## src/rtl/wr_ingress_ctrl.sv

```systemverilog
// rtl/wr_ingress_ctrl.sv - FIFO write-side ingress: 2-entry skid buffer, write strobe, fill level (WR_STALL_CNT_EN adds stall_cnt)
module wr_ingress_ctrl #(
    parameter int ADDR_SIZE    = 12,
    parameter int DATA_SIZE    = 8,
    parameter int AFULL_THRESH = (1 << ADDR_SIZE) - 4
) (
    input  logic                 wclk,
    input  logic                 wrst,
    input  logic                 s_valid,
    input  logic [DATA_SIZE-1:0] s_data,
    output logic                 s_ready,
    output logic                 winc,
    output logic [DATA_SIZE-1:0] wdata,
    input  logic                 wFull,
    input  logic [ADDR_SIZE:0]   wptr,
    input  logic [ADDR_SIZE:0]   rptr_s,
    output logic [ADDR_SIZE:0]   wlevel,
    output logic                 wAlmostFull
`ifdef WR_STALL_CNT_EN
    ,
    output logic [15:0]          stall_cnt
`endif
);

    localparam int PW = ADDR_SIZE + 1;
    localparam logic [PW-1:0] AFULL_LVL = PW'(AFULL_THRESH);

    logic [1:0]           occ, occ_next;
    logic [DATA_SIZE-1:0] buf0, buf1, buf0_next, buf1_next;
    logic                 push;
    logic [PW-1:0]        level_next;

    function automatic logic [PW-1:0] gray2bin(input logic [PW-1:0] g);
        logic [PW-1:0] b;
        b[PW-1] = g[PW-1];
        for (int i = PW - 2; i >= 0; i--) begin
            b[i] = b[i+1] ^ g[i];
        end
        return b;
    endfunction

    assign push  = s_valid & s_ready;
    assign winc  = (occ != 2'd0) & ~wFull;
    assign wdata = buf0;

    // buf0 always holds the oldest word; a pop shifts buf1 down before any push lands
    always_comb begin
        occ_next  = occ;
        buf0_next = buf0;
        buf1_next = buf1;
        if (winc) begin
            buf0_next = buf1;
            buf1_next = '0;
            occ_next  = occ - 2'd1;
        end
        if (push) begin
            if (occ_next == 2'd0) begin
                buf0_next = s_data;
            end else begin
                buf1_next = s_data;
            end
            occ_next = occ_next + 2'd1;
        end
    end

    assign level_next = gray2bin(wptr) - gray2bin(rptr_s);

    always_ff @(posedge wclk or negedge wrst) begin
        if (!wrst) begin
            occ         <= 2'd0;
            buf0        <= '0;
            buf1        <= '0;
            s_ready     <= 1'b0;
            wlevel      <= '0;
            wAlmostFull <= 1'b0;
        end else begin
            occ         <= occ_next;
            buf0        <= buf0_next;
            buf1        <= buf1_next;
            s_ready     <= (occ_next < 2'd2);
            wlevel      <= level_next;
            wAlmostFull <= (level_next >= AFULL_LVL);
        end
    end

`ifdef WR_STALL_CNT_EN
    always_ff @(posedge wclk or negedge wrst) begin
        if (!wrst) begin
            stall_cnt <= 16'h0000;
        end else if (s_valid && !s_ready && (stall_cnt != 16'hFFFF)) begin
            stall_cnt <= stall_cnt + 16'h0001;
        end
    end
`endif

endmodule

```

## config.mk

```make
export PLATFORM = sky130hd
export DESIGN_NAME = wr_ingress_ctrl
export DESIGN_NICKNAME = d
export VERILOG_FILES = /design/src/rtl/wr_ingress_ctrl.sv
export SDC_FILE = /design/constraint.sdc
export NUM_CORES = 1
export LEC_CHECK = 0
export BUFFER_PORTS_ARGS = -buffer_cell sky130_fd_sc_hd__buf_2
export CORE_ASPECT_RATIO = 0.75
export CORE_MARGIN = 2
export CORE_UTILIZATION = 40
export CTS_CLUSTER_DIAMETER = 50
export DETAILED_ROUTE_END_ITERATION = 8
export MAX_ROUTING_LAYER = met4
export SYNTH_ARGS = -nofsm -noshare
export SYNTH_HDL_FRONTEND = slang
export SYNTH_SLANG_ARGS = --single-unit
```

## constraint.sdc

```tcl
create_clock -name wclk -period 3.9 [get_ports wclk]
set_clock_uncertainty 0.2 [all_clocks]
set_input_delay 0.78 -clock wclk [delete_from_list [all_inputs] [get_ports wclk]]
set_output_delay 0.78 -clock wclk [all_outputs]
set_load 0.005 [all_outputs]
```

==> results.yml <==
status:
  outcome: "finished, violations left"
  failed_checks: "setup timing"
critical_path:
  path_delay_family: "XOR/XNOR gates"
  worstPathArrival_ps: 4450
  cp.required_ps: 3890
  rr_worst_depth: 8
  cp_cell_sequence: "buf_6, xor3_2, xnor3_2, xnor2_4, xnor2_2, xnor2_2, xnor2_2, inv_1, ha_1, nor2b_1, o21a_1, o31a_1, o41a_1, o211ai_1, nand2_2, o311ai_4, nand2_1, o31ai_2"
  worst-path-buf-inv: 2
  crit_path_end_kind: "flop"
  r2r_setup_slack_ps: 1220
  cp_slowest_cell: "xor3_2"
  cp-start-kind: "input port"
  rr_endpoint: "wdata[6]"
  reg2reg_from: "occ[0]"
  worst-setup-path-type: "in2reg"
  crit_top_cell: "xnor2_2"
  worst-path-max-fanout: 5
  crit_start: "rptr_s[10]"
  slowest_delay_ps: 400
synthesis:
  synthTopCellsByArea: "dfrtp_1 (34%), xor2_1 (6.4%), ha_1 (6.1%)"
  synth_cells: 256
  synth-seq-area-share_pct: 33.6
  ys_top_cells_by_count: "nand2_1 (35), dfrtp_1 (33), o21ai_0 (20)"
  synth_top_cell_by_area: "dfrtp_1"
  yosysWarnings: 0
  syn-num-nets: 307
  synth.distinct_cells: 54
  synth_edf_count: 0
  synth_top_flop_cell: "dfrtp_1"
  synthesis.area_mm2: 0.00246
  ys_seq_elements: 33
  yosysMostFrequentCell: "nand2_1"
  async_flop_share_pct: 100
  syn_area_per_cell_um2: 9.61
  synth_top_cell_area_share_pct: 33.6
global_routing:
  grt_overflow_total: 0
  track_usage_pct: 18.9
  grt_max_degree: 34
  grt_pass1_wl_mm: 9.74
  antenna_found_initial: 0
  grt_pass1_vias: 2110
route:
  wl_mm: 5.82
  final_antenna_net_count: 0
  first_pass_iters: 4
  vias: 2220
  drc: 0
  via_per_inst: 4.91
  detail_route.wl_per_cell_um: 12.9
  drt_iter0_markers: 98
power:
  p_leak_nw: 1.77
  power_density_mw_per_mm2: 926
  peakVddDrop_mv: 0.485
  power.total_mw: 3.32
layout:
  num_antenna_cells: 0
  utilization_pct: 60.9
  syn_to_final_growth_pct: 45.7
  finalInstanceArea_mm2: 0.00358
  drive_gt1_share_pct: 45.7
  layoutNonFillerInstCount: 452
  final_nets: 424
timing:
  rsz0062_at_grt: "true"
  slew_viol_final: 0
  final-hold-violation-count: 0
  worst_slack_ps: -555
  period_share_pct: 114
  setup_viol: 10
  worst_pin_slew_ps: 803
  finalHoldWorstSlack_ps: 337
  max-slew-margin-rel_pct: 45.1
  min_period_ps: 4450
  clock.fmax_mhz: 224
floorplan:
  initial_utilization_pct: 41.8
  core-area_mm2: 0.00589
  fp.dieW_um: 94.6
  rows: 24
  fp.dieH_um: 71.9
  fp.dieArea_mm2: 0.00680
  io_pins: 62
run:
  maxCapViolCount: 0
clocking:
  cts_hold_buf: 0
  cts_buffers: 5
  clk_pin_slew_worst_paths_ps: 70
  clk_latency_ps: 290
  htreeDepth: 2
  clock_path_buffers: 2
  ctsRootBufferMaster: "clkbuf_8"
  cts_tree: "done"
  clock_sinks: 33
placed_design:
  place_inst: 437
  dp_hpwl_mm: 4.63
  io_buffers: 61
  placed_area_mm2: 0.00326
  gp_congestion: 0.846
worst_hold_path:
  hp-class: "in2async"
## repair_timing
item | CTS | global route
setup endpoints to repair | 10 | 10
pin swaps | 24 | 8
resized for setup | 20 | 8
buffers inserted | 7 | 3
## stage by stage
step | setup slack (ps) | setup TNS [ps]
final | -555 | -2710
after global routing | -790 | -4700
after CTS | -601 | -2920
after detailed placement | -1100 | -7710
after global placement | -919 | -6730
after floorplan | -779 | -4540
## area by class of cell
cell class | count | area (um2)
clock buffer | 7 | 86.3
sequential | 33 | 826
fill | 553 | 2300
inverter | 17 | 63.8
clock inverter | 1 | 30.0
timing repair buffer | 118 | 764
tap | 78 | 97.6
multi-input combinational | 198 | 1720
## worst max-delay path by stage
stage | endpoint | slack, ps | cells after the start
CTS | wAlmostFull | -600 | 18
floorplan | wAlmostFull | -780 | 16
finish | wAlmostFull | -550 | 18
global route | wAlmostFull | -790 | 17
global placement | wAlmostFull | -920 | 18
detailed placement | wAlmostFull | -1100 | 18
## placed cells by master, fill, tap and decap left out, types with 2 or more instances in the layout
cell and n:
xor3_2 2, nand2_1 35, o311ai_4 2, xor2_1 15
nor4_1 2, buf_2 59, a21o_1 4, ha_1 11
xnor2_1 9, buf_6 7, o21ai_2 3, buf_4 52
clkbuf_8 6, xor2_2 4, nand2b_1 2, and3_1 2
nor2_4 2, inv_2 2, dfrtp_1 33, o211ai_1 2
o21ai_0 19, xnor3_2 3, a21oi_1 5, a21oi_2 2
a211oi_1 2, o21a_1 4, or2_2 2, mux2i_1 11
nor2_1 12, xnor2_2 8, inv_1 15, nor3_1 6
nand3_1 3
## layer usage
metal  vias to the layer above  global-route usage [%]  wire length (um)
li1                       1129                       -                 -
met1                      1037                    25.5              2840
met2                        46                    29.7              2670
met3                         8                    3.53               238
met4                         0                    5.31                73
met5                         -                       -                 0
## state kept, by name, summed over array words and instances (netlist names)
register and count:
buf1 8, occ 2, s_ready 1, wAlmostFull 1
wdata 8, wlevel 13
## power by group
group / leakage [nW] / switching, mW / total, mW / internal [mW]
Combinational: 1.30 / 1.17 / 2.40 / 1.23
Sequential: 0.406 / 0.0703 / 0.588 / 0.518
Clock: 0.0585 / 0.122 / 0.330 / 0.208
## cell families (layout without fill, tap and decap cells)
group	count (synthesis)	after routing	synth area share (%)
adders and majority gates	13	13	6.92
xor gates and xnor gates	42	42	19.6
AOI/OAI and AO/OA	59	59	18.3
buffers and inverters	25	143	3.92
and+or+nand+nor	73	73	13.2
muxes	11	11	4.48
DFF	33	33	33.6
Note: power is estimated with default switching activity, not from simulation.
